--- src/rtl/speed_serial_tx.sv ---
// speed_serial_tx
//
// Framed serial transmitter feeding the display board's receiver. Each byte
// goes out as: start bit (low), 8 data bits LSB first, stop bit (high), then
// GAP_BITS idle-high bit times. Every bit lasts CLKS_PER_BIT cycles.
//
// A one-deep holding slot accepts a new measurement at any time, so a value
// arriving mid-frame is not lost. Only the newest value is kept: overwriting
// a slot that has not been sent yet pulses overflow. After REFRESH_CYCLES
// quiet cycles in IDLE the last byte sent is queued again, so a freshly reset
// display picks up the current speed (REFRESH_CYCLES = 0 disables this).
//
// Ports:
//   clk       system clock
//   rst_n     asynchronous active-low reset
//   in_data   speed byte, sampled on the edge where in_valid is high
//   in_valid  single-cycle strobe
//   serial    registered frame line, idles high
//   busy      high whenever a frame (including its gap) is in progress
//   overflow  one-cycle pulse when an unsent pending byte is overwritten

module speed_serial_tx #(
  parameter int CLKS_PER_BIT   = 16,
  parameter int GAP_BITS       = 2,
  parameter int REFRESH_CYCLES = 180000
) (
  input  logic       clk,
  input  logic       rst_n,
  input  logic [7:0] in_data,
  input  logic       in_valid,
  output logic       serial,
  output logic       busy,
  output logic       overflow
);

  localparam int CNT_W   = $clog2(CLKS_PER_BIT);
  // The bit index counts data bits in DATA and gap bits in GAP.
  localparam int IDX_MAX = (GAP_BITS > 8) ? GAP_BITS : 8;
  localparam int IDX_W   = $clog2(IDX_MAX);
  localparam int REF_W   = (REFRESH_CYCLES > 1) ? $clog2(REFRESH_CYCLES) : 1;

  localparam logic [CNT_W-1:0] CNT_LAST  = CNT_W'(CLKS_PER_BIT - 1);
  localparam logic [IDX_W-1:0] DATA_LAST = IDX_W'(7);
  localparam logic [IDX_W-1:0] GAP_LAST  = IDX_W'(GAP_BITS - 1);
  localparam logic [REF_W-1:0] REF_LAST  =
    REF_W'((REFRESH_CYCLES > 0) ? REFRESH_CYCLES - 1 : 0);
  localparam bit REF_EN = (REFRESH_CYCLES > 0);

  typedef enum logic [2:0] {
    S_IDLE,
    S_START,
    S_DATA,
    S_STOP,
    S_GAP
  } state_t;

  state_t           r_state;
  logic [7:0]       r_pend_data;
  logic             r_pend_full;
  logic [7:0]       r_shift;
  logic [7:0]       r_last_data;
  logic             r_has_last;
  logic [CNT_W-1:0] r_cnt;
  logic [IDX_W-1:0] r_idx;
  logic [REF_W-1:0] r_ref_cnt;
  logic             r_serial;
  logic             r_overflow;

  state_t           w_state_next;
  logic [CNT_W-1:0] w_cnt_next;
  logic [IDX_W-1:0] w_idx_next;
  logic [7:0]       w_shift_next;
  logic             w_serial_next;
  logic             w_load;
  logic             w_bit_end;
  logic             w_ref_run;
  logic             w_ref_fire;

  assign w_bit_end = (r_cnt == CNT_LAST);

  // Refresh only counts while truly idle with something to repeat; a fresh
  // strobe takes priority and restarts the quiet period.
  assign w_ref_run  = REF_EN && (r_state == S_IDLE) && !r_pend_full &&
                      r_has_last && !in_valid;
  assign w_ref_fire = w_ref_run && (r_ref_cnt == REF_LAST);

  // NOTE: every signal written here gets a default first, so no path through
  // the case can leave one unassigned and infer a latch.
  always_comb begin
    w_state_next  = r_state;
    w_cnt_next    = r_cnt + CNT_W'(1);
    w_idx_next    = r_idx;
    w_shift_next  = r_shift;
    w_load        = 1'b0;
    w_serial_next = 1'b1;

    case (r_state)
      S_IDLE: begin
        w_cnt_next = '0;
        w_idx_next = '0;
        if (r_pend_full) begin
          w_load       = 1'b1;
          w_state_next = S_START;
        end
      end
      S_START: begin
        if (w_bit_end) begin
          w_cnt_next   = '0;
          w_idx_next   = '0;
          w_state_next = S_DATA;
        end
      end
      S_DATA: begin
        if (w_bit_end) begin
          w_cnt_next   = '0;
          w_shift_next = {1'b0, r_shift[7:1]};
          if (r_idx == DATA_LAST) begin
            w_idx_next   = '0;
            w_state_next = S_STOP;
          end else begin
            w_idx_next = r_idx + IDX_W'(1);
          end
        end
      end
      S_STOP: begin
        if (w_bit_end) begin
          w_cnt_next   = '0;
          w_idx_next   = '0;
          w_state_next = S_GAP;
        end
      end
      S_GAP: begin
        if (w_bit_end) begin
          w_cnt_next = '0;
          if (r_idx == GAP_LAST) begin
            w_idx_next = '0;
            // Back-to-back frame: the next start bit follows the gap directly.
            if (r_pend_full) begin
              w_load       = 1'b1;
              w_state_next = S_START;
            end else begin
              w_state_next = S_IDLE;
            end
          end else begin
            w_idx_next = r_idx + IDX_W'(1);
          end
        end
      end
      default: begin
        w_cnt_next   = '0;
        w_idx_next   = '0;
        w_state_next = S_IDLE;
      end
    endcase

    if (w_load) begin
      w_shift_next = r_pend_data;
    end

    // The line is registered, so it is derived from the state being entered.
    case (w_state_next)
      S_START: w_serial_next = 1'b0;
      S_DATA:  w_serial_next = w_shift_next[0];
      default: w_serial_next = 1'b1;
    endcase
  end

  // NOTE: sequential state uses non-blocking assignments so every register
  // samples the pre-edge values, independent of statement order.
  always_ff @(posedge clk or negedge rst_n) begin
    if (!rst_n) begin
      r_state     <= S_IDLE;
      r_pend_data <= '0;
      r_pend_full <= 1'b0;
      r_shift     <= '0;
      r_last_data <= '0;
      r_has_last  <= 1'b0;
      r_cnt       <= '0;
      r_idx       <= '0;
      r_ref_cnt   <= '0;
      r_serial    <= 1'b1;
      r_overflow  <= 1'b0;
    end else begin
      r_state  <= w_state_next;
      r_cnt    <= w_cnt_next;
      r_idx    <= w_idx_next;
      r_shift  <= w_shift_next;
      r_serial <= w_serial_next;

      if (w_ref_run && !w_ref_fire) begin
        r_ref_cnt <= r_ref_cnt + REF_W'(1);
      end else begin
        r_ref_cnt <= '0;
      end

      // A strobe always lands in the slot. If the slot empties on the same
      // edge, its old value has just moved to the shifter and nothing is lost.
      if (in_valid) begin
        r_pend_data <= in_data;
        r_pend_full <= 1'b1;
        r_overflow  <= r_pend_full && !w_load;
      end else begin
        r_overflow <= 1'b0;
        if (w_load) begin
          r_pend_full <= 1'b0;
        end else if (w_ref_fire) begin
          r_pend_data <= r_last_data;
          r_pend_full <= 1'b1;
        end
      end

      if (w_load) begin
        r_last_data <= r_pend_data;
        r_has_last  <= 1'b1;
      end
    end
  end

  assign serial   = r_serial;
  assign busy     = (r_state != S_IDLE);
  assign overflow = r_overflow;

endmodule

--- config.mk ---
export PLATFORM = sky130hd
export DESIGN_NAME = speed_serial_tx
export DESIGN_NICKNAME = d
export VERILOG_FILES = /design/src/rtl/speed_serial_tx.sv
export SDC_FILE = /design/constraint.sdc
export NUM_CORES = 1
export LEC_CHECK = 0
export ABC_AREA = 1
export CAP_MARGIN = 10
export CORE_MARGIN = 3
export CORE_UTILIZATION = 60
export CTS_CLUSTER_DIAMETER = 60
export DETAILED_ROUTE_END_ITERATION = 10
export GPL_ROUTABILITY_DRIVEN = 0
export PLACE_DENSITY = 0.87
export SETUP_SLACK_MARGIN = 0.1
export SYNTH_ARGS = -nofsm -noshare
export SYNTH_HDL_FRONTEND = slang
export SYNTH_SLANG_ARGS = --single-unit
--- constraint.sdc ---
create_clock -name clk -period 4.4 [get_ports clk]
set_input_delay 0.66 -clock clk [delete_from_list [all_inputs] [get_ports clk]]
set_output_delay 0.66 -clock clk [all_outputs]
set_load 0.01 [all_outputs]
==> metrics.txt, run 1 <==
crit path to=r_pend_data[7]$_DFFE_PN0P_; minimum clock period=2.426 ns; largest area contributor in the synthesized netlist=dfrtp_1; Die Width=74.80 um; HP Class=in -> async; combinational power share=5.5%; reg2reg start=r_cnt[0]$_DFF_PN0_; area of the die=5595 um^2; DIE HEIGHT=74.80 um; DR vias/cell=5.329; CP startpoint kind=input pin; FP Rows=24; IO Pins=14; Worst-path clk slew=0.09 ns; Fmax=0.4122 GHz; commonest non-fill, non-tap cell in the layout=nand2_1; CTS resizes=0; port buffer count=13; Post-synth EDFFs=0; final wirelength=5124 um; Initial Utilization=63.48%; number of fillers in the final layout=350; Multi-input gate area=1261 um^2; crit end category=flip-flop; Post-Place Cells=410; hold slack=0.4680 ns; ys async rst share=100.0%; Primary FF master, synth=dfrtp_1; worst setup margin=1.974 ns; Crit Reg-Reg Endpoint=r_last_data[1]$_DFFE_PN0P_; Largest stage delay, worst path=0.66 ns; post-synth top area share=48.46%; Clock Latency Late Sink=0.30 ns; Worst VDD drop=207.4 uV; Pins Over Slew Limit=0; Area contributors post-synth=dfrtp_1, nand2_1, nor2_1, nand3_1, inv_1; Clock Power Share=33.2%; Gate Count Post-Synth=351; max-capacitance violation count=0; FF/Latch Area=1403 um^2; Setup CP Type=in -> reg; initial DRC count=150; Pwr Density=284.5 nW/um^2; Total GRT Usage=20.50%; final design utilization=69.04%; outcome=finished, final reports clean; CTS sink cnt=56; measured slew at the worst slew-check pin=0.6821 ns; critical-path cell list=clkdlybuf4s50_1 -> inv_1 -> nand3_1 -> nor2_4 -> nand3_4 -> nand2_4 -> nand2_1 -> nand2_1; Setup Slack @ Placement=1.681 ns; CP dominant cell by count=nand2_1; DRC=0; leakage power=1.434 nW; layout cell share with drive strength beyond 1=7.945%; largest net degree at the start of global routing=57; Core ar.=4474 um^2; CTS Buf Count=5; htree depth=2; r2r setup slk=2.17 ns; syn_area_per_cell=8.092 um^2; Largest delay share family, worst path=buffers and inverters; Worst Skew=0.006261 ns; antenna-violating nets left=0; wire length per cell=12.29 um; Layout Cells excl Fill=417; synth warn=0; Ant. Diodes=0; Worst Path Arrival=2.66 ns; number of synthesized register bits=56; Netlist cell types=31; Syn Std Cell Area=2840 um^2; Setup Fix Bufs, Post-CTS=0; total number of vias=2222; switching part of the total=21.32%; first-pass GRT wire length=8832 um; CP max stage cell=clkdlybuf4s50_1; detailed placer's ending HPWL=3779 um; slew margin rel.=54.53%; Net count, final=382; R2R depth=7; Final setup viols=0; Internal=0.0006914 W; TNS Setup=0 ns; initial antenna violation count=0; syn nets=368; switching pwr=0.0001873 W; Hold Vio Cnt, Final=0; fin crit share=55.13%; CTS tree=built; crit-path max FO=17; most frequent cells in the layout=nand2_1, dfrtp_1, nor2_1; clock tree buffer depth=2; gr ovfl total=0; Crit. Startpoint=in_valid; Reg power frac=61.3%; vias in the first global route=2062; Clock Tree Root=clkbuf_8; Hold Buf Count CTS=0; Critical Path RT=4.64 ns; post-synthesis to final-layout area growth=8.766%; CP bufs+invs=2; critical path depth in cells=8; drt first pass iters=4; register area share after synthesis=49.38%; RSZ-0062 raised after global routing=no
[through the flow]
| step | instance area, um^2 | total power, W |
|---|---|---|
| 2_1_floorplan | 2840 | 0.0005708 |
| 3_3_place_gp | 2993 | 0.0005965 |
| 3_5_place_dp | 2993 | 0.0005980 |
| 4_1_cts | 3089 | 0.0008869 |
| 5_1_grt | 3089 | 0.0009150 |
| 6_report | 3089 | 0.0008787 |
[cell type report]
class / count / area share (%)
repair buffers: 14 / 4.293
flip-flops and latches: 56 / 45.40
clock buffers: 7 / 3.119
multi-input cells: 253 / 40.83
inverters: 35 / 4.253
well taps: 52 / 2.106
[registers in the layout (all words and copies together), names as in the netlist]
register	cells
r_state	3
r_cnt	4
r_last_data	8
overflow	1
r_pend_full	1
serial	1
r_idx	3
r_ref_cnt	18
r_shift	8
r_pend_data	8
r_has_last	1
[worst register-to-register path, cell delays in order, from the launching register on]
cell and delay, ns:
dfrtp_1 0.37, ha_1 0.20, nand3_1 0.37, nor2_1 0.25, nand2_2 0.07, nand2_1 0.51, nand2_1 0.23, o21ai_0 0.14
[power groups by stage]
stage / logic (W) / clock network [W] / registers, W
after floorplan: 0.0000229 / 0 / 0.000548
after global placement: 0.0000476 / 0 / 0.000549
after detailed placement: 0.0000494 / 0 / 0.000549
after CTS: 0.0000494 / 0.000299 / 0.000538
after global routing: 0.0000563 / 0.000318 / 0.000540
final: 0.0000485 / 0.000292 / 0.000539
[layer usage]
metal / share of wire, % / global-route usage [%] / vias up
met1: 48 / 28.18 / 1032
met5: 0 / 0 / -
met4: 1.0 / 4.941 / 0
met3: 4.5 / 3.605 / 7
li1: - / - / 1131
met2: 46 / 34.15 / 52
[worst min path at each step]
stage	from	cells after the start	slack [ns]	to
after detailed placement	r_shift[7]$_DFFE_PN0P_	2	0.46	r_shift[7]$_DFFE_PN0P_
after floorplan	rst_n	0	0.36	overflow$_DFF_PN0_
after global placement	r_shift[7]$_DFFE_PN0P_	2	0.46	r_shift[7]$_DFFE_PN0P_
after CTS	r_shift[7]$_DFFE_PN0P_	2	0.49	r_shift[7]$_DFFE_PN0P_
final	rst_n	2	0.47	r_ref_cnt[15]$_DFF_PN0_
after global routing	r_shift[7]$_DFFE_PN0P_	2	0.51	r_shift[7]$_DFFE_PN0P_
[logic make-up after synthesis]
family	Yosys count	share of synthesized area [%]
simple gates	206	32.47
flops	56	49.38
buf+inv	42	6.211
compound gates	28	5.287
xor+xnor	13	4.009
fa+ha+maj	6	2.643
[Yosys cell counts, types with 3 or more instances]
master   instances
buf_2            3
dfrtp_1         55
ha_1             6
inv_1           33
nand2_1         99
nand2_2          5
nand3_1         35
nor2_1          49
nor2_4           5
nor3_1           3
o21ai_0         22
xnor2_1          4
xor2_1           9
No activity file was read; power rests on OpenSTA's default activity.
==> inputs of run 2 (changes only) <==
CORE_UTILIZATION = 54   (was 60)
PLACE_DENSITY = 0.84   (was 0.87)
clock period = 2.2 ns   (was 4.4 ns; I/O delays follow)
==> metrics.txt, run 2 (synthesis results as in run 1) <==
minimum clock period=1.955 ns; outcome=finished, final reports clean; Largest stage delay, worst path=0.56 ns (-0.10 ns); Worst Path Arrival=1.62 ns (-1.04 ns); Hold Vio Cnt, Final=0 (unchanged); critical-path cell list=inv_2 -> nand2_2 -> clkdlybuf4s50_1; gr ovfl total=0 (unchanged); DR vias/cell=5.080 (-4.7%); Worst-path clk slew=0.10 ns (about the same); Hold Buf Count CTS=0 (unchanged); largest net degree at the start of global routing=31 (-46%); initial antenna violation count=0 (unchanged); Total GRT Usage=19.49% (-1.0 points); Largest delay share family, worst path=buffers and inverters; fin crit share=88.85%; final wirelength=5282 um (+3.1%); Largest register FFs=18 (unchanged); max-capacitance violation count=0 (unchanged); Pwr Density=560.1 nW/um^2 (+97%); clock tree buffer depth=2 (unchanged); measured slew at the worst slew-check pin=0.6149 ns (-0.06719 ns); Net count, final=386 (+1.0%); Worst VDD drop=347.6 uV (+68%); commonest non-fill, non-tap cell in the layout=nand2_1; vias in the first global route=2087 (+1.2%); initial DRC count=161 (+7.3%); leakage power=1.459 nW (+1.7%); Pins Over Slew Limit=0 (unchanged); Final setup viols=0 (unchanged); port buffer count=13 (unchanged); crit-path max FO=7 (-10); crit end category=output pin; antenna-violating nets left=0 (unchanged); detailed placer's ending HPWL=3922 um (+3.8%); first-pass GRT wire length=9515 um (+7.7%); most frequent cells in the layout=nand2_1, dfrtp_1, nor2_1; drt first pass iters=4 (unchanged); HP Class=in -> async; IO Pins=14 (unchanged); post-synthesis to final-layout area growth=10.79%; wire length per cell=12.09 um (-1.6%); slew margin rel.=59.01% (+4.5 points); CP startpoint kind=flip-flop; Critical Path RT=1.87 ns (-2.77 ns); Fmax=0.5116 GHz; DRC=0 (unchanged); CP bufs+invs=2 (unchanged); layout cell share with drive strength beyond 1=9.189% (+1.2 points); Clock Tree Root=clkbuf_8; TNS Setup=0 ns (unchanged); Worst Skew=0.006844 ns (+0.0005825 ns); htree depth=2 (unchanged); DIE HEIGHT=78.53 um (+5.0%); CP max stage cell=clkdlybuf4s50_1; Biggest register=r_ref_cnt; Die Width=78.53 um (+5.0%); CTS sink cnt=56 (unchanged); FP Rows=25 (+4.2%); CTS tree=built; area of the die=6166 um^2 (+10%); total number of vias=2220 (-0.090%); CTS Buf Count=5 (unchanged); RSZ-0062 raised after global routing=no; CTS resizes=0 (unchanged); Ant. Diodes=0 (unchanged); Setup CP Type=reg -> out; Power, Total=0.001763 W (+100%); Core ar.=4911 um^2 (+9.8%); Clock Latency Late Sink=0.31 ns (about the same); Initial Utilization=57.83% (-5.6 points); Setup Fix Bufs, Post-CTS=0 (unchanged)
[run 2: changes by cell type in the layout (fill, tap and decap cells not counted), sizes merged]
cell and change:
buf +4, clkbuf -1, clkinv +2
[run 2: where the power goes]
| part | internal (W) | total [W] | switching (W) |
|---|---|---|---|
| combinational | 0.0000442 | 0.000102 | 0.0000583 |
| sequential | 0.00106 | 0.00108 | 0.0000161 |
| clock | 0.000252 | 0.000581 | 0.000329 |
| total | 0.00136 | 0.00176 | 0.000403 |
[run 2: metrics by stage]
stage / hold WS, ns / worst slack (ns) / instances / util [%] / cell area (um^2)
after CTS: 0.03877 / 0.2449 / 437 / 64.08 / 3147
after global placement: 0.3743 / 0.5082 / 429 / 62.19 / 3054
after global routing: 0.05572 / 0.1644 / 437 / 64.08 / 3147
after floorplan: 0.03441 / 0.7026 / 351 / - / 2840
after detailed placement: 0.3830 / 0.4230 / 429 / 62.19 / 3054
final: 0.02116 / 0.2454 / 437 / 64.08 / 3147
[run 2: metal layers]
metal / global-route usage [%] / vias up / wire [um]
li1: - / 1138 / -
met1: 27.30 / 1021 / 2639
met2: 29.80 / 53 / 2348
met3: 4.128 / 8 / 203
met4: 7.168 / 0 / 91
met5: 0 / - / 0
[run 2: layout make-up]
cell class                 count  area (um^2)
fill                         418         1764
sequential                    56         1403
multi-input combinational    253         1261
timing repair buffer          18        175.2
inverter                      35        131.4
tap                           67        83.83
clock buffer                   6        82.58
clock inverter                 2        10.01
[run 2: final timing paths]
path | from | end | slack, ns | depth (start not counted)
hold / removal | rst_n | r_last_data[3]$_DFFE_PN0P_ | 0.02 | 1
max in group asynchronous | rst_n | serial$_DFF_PN1_ | 1.54 | 2
setup / recovery | r_state[2]$_DFF_PN0_ | busy | 0.25 | 3
hold reg to reg | r_shift[7]$_DFFE_PN0P_ | r_shift[7]$_DFFE_PN0P_ | 0.48 | 2
min in group clk | r_shift[7]$_DFFE_PN0P_ | r_shift[7]$_DFFE_PN0P_ | 0.48 | 2
setup reg to reg | r_idx[1]$_DFFE_PN0P_ | r_last_data[6]$_DFFE_PN0P_ | 0.41 | 8
